===== config.mk =====
export PLATFORM = sky130hd
export DESIGN_NAME = core_ex_lsu_bus
export DESIGN_NICKNAME = d
export VERILOG_FILES = /design/src/rtl/core_ex_lsu_bus.sv
export SDC_FILE = /design/constraint.sdc
export NUM_CORES = 1
export LEC_CHECK = 0
export BUFFER_PORTS_ARGS = -buffer_cell sky130_fd_sc_hd__buf_2
export CAP_MARGIN = 20
export CORE_ASPECT_RATIO = 0.6
export CORE_MARGIN = 2
export CORE_UTILIZATION = 55
export CTS_BUF_LIST = sky130_fd_sc_hd__clkbuf_4
export DETAILED_ROUTE_END_ITERATION = 8
export PLACE_DENSITY = 0.95
export SYNTH_ARGS = -nofsm -noshare
export SYNTH_HDL_FRONTEND = slang
export SYNTH_SLANG_ARGS = --single-unit
export TNS_END_PERCENT = 50

===== constraint.sdc =====
create_clock -name clk -period 4.2 [get_ports clk]
set_input_delay 0.63 -clock clk [delete_from_list [all_inputs] [get_ports clk]]
set_output_delay 0.63 -clock clk [all_outputs]
set_load 0.05 [all_outputs]

===== src/rtl/core_ex_lsu_bus.sv =====
// core_ex_lsu_bus: EX-stage load/store unit on a valid/ready memory bus.
// Define CORE_LSU_TIMEOUT_EN to bound the REQ/RSP wait to TIMEOUT cycles.
module core_ex_lsu_bus #(
  parameter int unsigned XLEN    = 32,
  parameter int unsigned TIMEOUT = 255
) (
  input  logic              clk,
  input  logic              rst_n,
  input  logic              lsu_i_valid,
  output logic              lsu_i_ready,
  input  logic              lsu_i_load,
  input  logic              lsu_i_store,
  input  logic [1:0]        lsu_i_size,
  input  logic              lsu_i_unsigned,
  input  logic [XLEN-1:0]   lsu_i_addr,
  input  logic [XLEN-1:0]   lsu_i_wdata,
  output logic              lsu_o_valid,
  input  logic              lsu_o_ready,
  output logic [XLEN-1:0]   lsu_o_rdata,
  output logic              lsu_o_err,
  output logic              mem_req_valid,
  input  logic              mem_req_ready,
  output logic [XLEN-1:0]   mem_req_addr,
  output logic              mem_req_wen,
  output logic [XLEN-1:0]   mem_req_wdata,
  output logic [XLEN/8-1:0] mem_req_wmask,
  input  logic              mem_rsp_valid,
  output logic              mem_rsp_ready,
  input  logic [XLEN-1:0]   mem_rsp_rdata,
  input  logic              mem_rsp_err
);
  localparam int unsigned NB = XLEN / 8;
  localparam int unsigned LW = $clog2(NB);

  typedef enum logic [1:0] {
    IDLE,
    REQ,
    RSP,
    DONE
  } state_e;

  state_e          state_q, state_d;
  logic            ld_q, ld_d;
  logic            st_q, st_d;
  logic            uns_q, uns_d;
  logic            err_q, err_d;
  logic [1:0]      size_q, size_d;
  logic [XLEN-1:0] addr_q, addr_d;
  logic [XLEN-1:0] wdata_q, wdata_d;
  logic [XLEN-1:0] res_q, res_d;

  logic [LW-1:0]   lane;
  logic            bad_i;
  logic            op_i;
  logic            tmo;
  logic [7:0]      ones;
  logic [XLEN-1:0] sh;
  logic [XLEN-1:0] ext_mask;
  logic            sign;
  logic [XLEN-1:0] load_val;

  assign lane = addr_q[LW-1:0];
  assign op_i = lsu_i_load | lsu_i_store;

  // Alignment and size legality of the presented instruction
  always_comb begin
    bad_i = 1'b0;
    unique case (lsu_i_size)
      2'd0:    bad_i = 1'b0;
      2'd1:    bad_i = lsu_i_addr[0];
      2'd2:    bad_i = |lsu_i_addr[1:0];
      default: bad_i = (XLEN != 64) || (|lsu_i_addr[2:0]);
    endcase
  end

  always_comb begin
    ones = 8'hFF;
    unique case (size_q)
      2'd0:    ones = 8'h01;
      2'd1:    ones = 8'h03;
      2'd2:    ones = 8'h0F;
      default: ones = 8'hFF;
    endcase
  end

  // Load alignment: shift lane down, truncate to size, extend
  always_comb begin
    sh       = mem_rsp_rdata >> {lane, 3'b000};
    ext_mask = '1;
    sign     = sh[XLEN-1];
    unique case (size_q)
      2'd0: begin
        ext_mask = XLEN'(8'hFF);
        sign     = sh[7];
      end
      2'd1: begin
        ext_mask = XLEN'(16'hFFFF);
        sign     = sh[15];
      end
      2'd2: begin
        ext_mask = XLEN'(32'hFFFF_FFFF);
        sign     = sh[31];
      end
      default: ;
    endcase
    load_val = sh & ext_mask;
    if (sign && !uns_q) begin
      load_val = load_val | ~ext_mask;
    end
  end

  assign lsu_i_ready   = (state_q == IDLE);
  assign mem_req_valid = (state_q == REQ);
  assign mem_rsp_ready = (state_q == RSP);
  assign lsu_o_valid   = (state_q == DONE);

  assign mem_req_addr  = mem_req_valid ?
                         {addr_q[XLEN-1:LW], {LW{1'b0}}} : '0;
  assign mem_req_wen   = mem_req_valid & st_q;
  assign mem_req_wdata = mem_req_valid ?
                         (wdata_q << {lane, 3'b000}) : '0;
  assign mem_req_wmask = mem_req_wen ?
                         (NB'(ones) << lane) : '0;

  assign lsu_o_rdata   = lsu_o_valid ? res_q : '0;
  assign lsu_o_err     = lsu_o_valid & err_q;

`ifdef CORE_LSU_TIMEOUT_EN
  logic [15:0] cnt_q, cnt_d;

  assign cnt_d = (state_q == REQ || state_q == RSP) ?
                 cnt_q + 16'd1 : '0;
  assign tmo   = (cnt_q >= 16'(TIMEOUT - 1));

  always_ff @(posedge clk or negedge rst_n) begin
    if (!rst_n) begin
      cnt_q <= '0;
    end else begin
      cnt_q <= cnt_d;
    end
  end
`else
  assign tmo = 1'b0;
`endif

  always_comb begin
    state_d = state_q;
    ld_d    = ld_q;
    st_d    = st_q;
    uns_d   = uns_q;
    size_d  = size_q;
    addr_d  = addr_q;
    wdata_d = wdata_q;
    res_d   = res_q;
    err_d   = err_q;
    unique case (state_q)
      IDLE: begin
        if (lsu_i_valid) begin
          ld_d    = lsu_i_load;
          st_d    = lsu_i_store;
          uns_d   = lsu_i_unsigned;
          size_d  = lsu_i_size;
          addr_d  = lsu_i_addr;
          wdata_d = lsu_i_wdata;
          res_d   = '0;
          err_d   = op_i & bad_i;
          state_d = (op_i && !bad_i) ? REQ : DONE;
        end
      end
      REQ: begin
        if (mem_req_ready) begin
          state_d = RSP;
        end else if (tmo) begin
          state_d = DONE;
          res_d   = '0;
          err_d   = 1'b1;
        end
      end
      RSP: begin
        // A response in the limit cycle takes priority over timeout
        if (mem_rsp_valid) begin
          state_d = DONE;
          res_d   = ld_q ? load_val : '0;
          err_d   = mem_rsp_err;
        end else if (tmo) begin
          state_d = DONE;
          res_d   = '0;
          err_d   = 1'b1;
        end
      end
      DONE: begin
        if (lsu_o_ready) begin
          state_d = IDLE;
        end
      end
      default: state_d = IDLE;
    endcase
  end

  always_ff @(posedge clk or negedge rst_n) begin
    if (!rst_n) begin
      state_q <= IDLE;
      ld_q    <= 1'b0;
      st_q    <= 1'b0;
      uns_q   <= 1'b0;
      size_q  <= '0;
      addr_q  <= '0;
      wdata_q <= '0;
      res_q   <= '0;
      err_q   <= 1'b0;
    end else begin
      state_q <= state_d;
      ld_q    <= ld_d;
      st_q    <= st_d;
      uns_q   <= uns_d;
      size_q  <= size_d;
      addr_q  <= addr_d;
      wdata_q <= wdata_d;
      res_q   <= res_d;
      err_q   <= err_d;
    end
  end

endmodule


# Yosys cells after proc, flatten, opt, wreduce, memory -nomap -nowiden
# Index checks and enable logic that the tools add are counted.
[totals]
ff_bits = 104
input_bits = 108
output_inout_bits = 106
wordCells = 64
[op_classes]
eq_ne = 11
shift = 3
mux = 22
bitwise_logic = 7
reduce_logical = 12
[ops]
columns = ["operator", "n"]
rows = [
  ["32-bit two-way mux", 7],
  ["32-bit one-hot mux with 2 select lines", 2],
  ["32-bit bitwise AND", 1],
  ["32-bit inverter", 1],
  ["32-bit OR", 1],
  ["32-bit by 5-bit left shift with 32-bit output", 1],
  ["32-bit by 5-bit right shift with 32-bit output", 1],
  ["4-bit one-hot mux with 3 select lines", 1],
  ["2-bit two-way mux", 5],
  ["2-bit equality test (second input constant)", 4],
  ["2-bit one-hot mux with 4 select lines", 1],
  ["2-bit by 1-bit equality test with 1-bit output (second input constant)", 3],
  ["2-bit zero test", 3],
  ["4-bit two-way mux", 1],
  ["2-bit by 1-bit != test with 1-bit output (second input constant)", 2],
  ["2-bit != test (second input constant)", 2],
  ["1-bit one-hot mux with 2 select lines", 2],
  ["4-bit AND reduction", 1],
  ["4-bit by 2-bit left shift with 4-bit output", 1],
  ["1-bit bitwise AND", 3],
  ["1-bit one-hot mux with 3 select lines", 1],
  ["3-bit AND reduction", 1],
  ["1-bit logical AND", 2],
  ["1-bit zero test", 2],
  ["other kinds (5)", 6],
]

# Longest topological paths before layout
[depth]
word_depth = 8
depth_mapped = 7
mapped_depth_nobuf = 6

# Worst setup path before layout
# OpenSTA, ideal clock, no wires.
[synth_path]
path_type = "register -> output"
startpoint = "reg state_q[1]"
endpoint = "out mem_req_wmask[2]"
arrival_time_ns = 2.607
t_required_ns = 3.570
path_slack_ns = 0.963
stages_incl_launch_ff = 6
path_cell_list = "dfrtp_1 inv_1 ha_1 clkbuf_1 nand2_1 a211oi_1"
[synth_via]
elab_chain_cells = 3
[synth_rtl]
columns = ["item", "line", "text"]
rows = [
  ["start: declaration", "42", "state_e state_q, state_d;"],
  ["start signal: assignment", "212", "state_q <= state_d;"],
  ["2-bit by 1-bit equality test with 1-bit output", "113", "assign mem_req_valid = (state_q == REQ);"],
  ["net mem_req_valid", "21", "output logic mem_req_valid,"],
  ["1-bit bitwise AND", "119", "assign mem_req_wen = mem_req_valid & st_q;"],
  ["4-bit two-way mux", "122", "assign mem_req_wmask = mem_req_wen ?"],
  ["end: declaration", "26", "output logic [XLEN/8-1:0] mem_req_wmask,"],
]
# The timed path passes the listed nets, and every way through them passes these cells.

# Final worst setup path
[layout_path]
startpoint = "reg state_q[1]"
endpoint = "out mem_req_wdata[0]"
[layout_via]
elab_chain_cells = 2
[layout_rtl]
columns = ["item", "line", "text"]
rows = [
  ["2-bit by 1-bit equality test with 1-bit output", "113", ""],
  ["32-bit two-way mux", "120", "assign mem_req_wdata = mem_req_valid ?"],
  ["end: declaration", "25", "output logic [XLEN-1:0] mem_req_wdata,"],
]
# Every way passes these cells.

==> key figures <==
Run status
  • Status: complete, no violations

Synthesis
  • Netlist cell types: 37
  • Ys flop type: dfrtp_1
  • Seq/Total Area, Yosys: 46.66%
  • YS warnings: 0
  • Number of synthesized flops with an enable pin: 0
  • Area contributors post-synth: dfrtp_1 (47%), mux2_2 (17%), and2_1 (8.9%)
  • Mapped Cells: 499
  • Top cell type's share of synthesized area: 46.66%
  • Post-synth top cells: dfrtp_1 (104), mux2_2 (85), and2_1 (79)
  • Synth Area per Inst: 11.18 um2
  • Ys async rst share: 100.0%
  • Synth Cell Area: 5578 um2
  • Most common cell in the synthesized netlist: dfrtp_1
  • Cell accounting for the most synthesized area: dfrtp_1
  • Flip-flop and latch count after synthesis: 104

Placed design
  • Area after DPL: 6679 um2
  • Final GP Congestion: 0.9076
  • Final HPWL from detailed placement: 10850 um
  • Input/output buffers: 211

Detailed routing
  • Vias per inst: 5.604
  • DRT iter0 DRCs: 261
  • Routed len/inst: 17.82 um
  • DRT Pass-1 Iters: 7
  • Antenna viol nets, final: 0
  • Drt total wl: 14880 um
  • Via count: 4679
  • DR DRC count: 0

Setup path
  • WP data arrival: 2950 ps
  • Crit-path slowest cell: ha_1
  • Buf+Inv Stages, Crit Path: 2
  • Top Family by Delay on Critical Path: simple AND/OR/NAND/NOR gates
  • Critical Path Max Stage Delay: 570 ps
  • Crit path capture type: output port
  • CP max FO: 19
  • Startpoint types: flop
  • Req. time, crit path: 3570 ps
  • Critical Setup Path Class: flop to output port
  • Worst-path cell chain: inv_1, ha_1, nand2_1, nor2_1, and2_1, buf_2

Final layout
  • Share of cells above drive strength 1: 46.42%
  • Layout overhead on the synthesized area: 22.36%
  • Number of nets in the layout: 805
  • Fin util: 69.33%
  • FILL cells: 715
  • Area of all placed cells without fillers: 6825 um2

Die
  • Initial Util: 56.66%
  • Io pins: 214
  • Die X-Extent: 134.0 um
  • Die area: 10990 um2
  • Core area: 9844 um2
  • Die height: 82.01 um
  • Row cnt: 28

STA
  • Hold violation count in the final report: 0
  • Least-Margin Pin Slew: 974.3 ps
  • Max frequency: 279.7 MHz
  • Final setup violation count: 0
  • RSZ-0062 raised after global routing: false
  • Slew HR: 35.04%
  • Fin Setup TNS: 0 ps
  • Max Transition Viols Final: 0
  • Min Tclk post-route: 3576 ps
  • Layout Skew: 15.65 ps
  • Final period util: 85.14%

CTS
  • Cts hold-fix bufs: 0
  • Post-CTS resize count: 0
  • Total CTS buffers: 9
  • H-tree depth: 3
  • Root Driver: clkbuf_4
  • Clock Pin Slew Worst Setup and Hold Paths: 150 ps
  • TritonCTS clock tree: built
  • Clock Path Buffers: 2
  • Setup Buffers After CTS: 0
  • Clk sinks: 104
  • Insertion delay to the later sink of the worst-skew pair: 450 ps

Run
  • Max-Cap Viols: 0

Power and ir drop
  • Leak Pwr: 3.595 nW
  • Power Density: 800.0 nW/um2
  • Worst IR drop on VDD: 0.4866 mV

Global route
  • Vias in the first global route: 4473
  • First-pass GRT wire length: 22720 um
  • GRT Util Overall: 26.75%
  • Initial antenna violation count: 3
  • Total gr overflow: 0
  • Largest net degree at the start of global routing: 77

Min path
  • Min-delay worst type: input pin to async pin
[through the flow]
stage / total power [mW] / instances / worst slack [ps] / hold slack (ps)
floorplan: 4.234 / 500 / 962.9 / 334.4
global placement: 4.810 / 816 / 1230 / 458.6
detailed placement: 4.943 / 816 / 1113 / 469.7
CTS: 5.463 / 832 / 593.7 / 318.4
global route: 5.785 / 834 / 387.5 / 339.1
finish: 5.460 / 835 / 624.3 / 302.8
[where the power goes]
part           internal, mW  total, mW  switching, mW
logic                  1.12       3.14           2.02
clock network         0.187      0.507          0.320
registers              1.46       1.82          0.352
[state kept, by name, indices dropped and copies added (netlist names)]
name     flops
uns_q        1
res_q       32
err_q        1
size_q       2
st_q         1
addr_q      32
wdata_q     32
state_q      2
ld_q         1
[placed cells by master, fill, tap and decap left out, types with 16 or more instances in the layout]
| master | instances |
|---|---|
| dfrtp_1 | 102 |
| nor2_1 | 21 |
| a221o_1 | 16 |
| a21oi_1 | 17 |
| mux2_2 | 85 |
| and2_1 | 79 |
| o21ai_0 | 27 |
| buf_2 | 210 |
| mux2i_1 | 32 |
| nand2_1 | 27 |
[cells by family (layout without fill, tap and decap cells)]
kind of cell	Yosys count	count (layout)	synth area share [%]
AOI/OAI and AO/OA	87	87	11.26
xor gates and xnor gates	1	1	0.1570
adders and majority gates	4	4	0.8973
buffers and inverters	41	239	3.567
DFF	104	104	46.66
muxes	118	118	23.37
other	1	4	0.06723
and+or+nand+nor	143	143	14.02
[path summary, 6_finish.rpt]
kind                                             start                     end  slack, ps  depth (start not counted)
worst max-delay path            state_q[1]$_DFFE_PN0P_        mem_req_wdata[0]        620                          6
worst min-delay path                             rst_n  addr_q[27]$_DFFE_PN0P_        300                          1
worst max register to register  state_q[1]$_DFFE_PN0P_  wdata_q[5]$_DFFE_PN0P_       1780                          5
worst min register to register    res_q[1]$_DFFE_PN0P_    res_q[1]$_DFFE_PN0P_        500                          2
max in group asynchronous                        rst_n       err_q$_DFFE_PN0P_       2920                          2
min in group clk                         lsu_i_addr[6]   addr_q[6]$_DFFE_PN0P_        400                          2
[per-layer routing]
metal  GRT usage (%)  vias up  share of wire, %
li1                -     2156                 -
met1           36.09     2267                43
met2           42.67      244                46
met3           8.148       10                10
met4           7.053        2              0.67
met5               0        -             0.087
[layout make-up]
class / count / area (um2) / area share (%)
multi-input combinational: 355 / 2783 / 40.77
sequential: 104 / 2605 / 38.17
timing repair buffer: 218 / 1111 / 16.28
tap: 135 / 168.9 / 2.475
clock buffer: 10 / 75.07 / 1.100
clock inverter: 6 / 58.81 / 0.8616
inverter: 5 / 18.77 / 0.2750
antenna: 2 / 5.005 / 0.07333
Power figures use the tool's default switching activity.
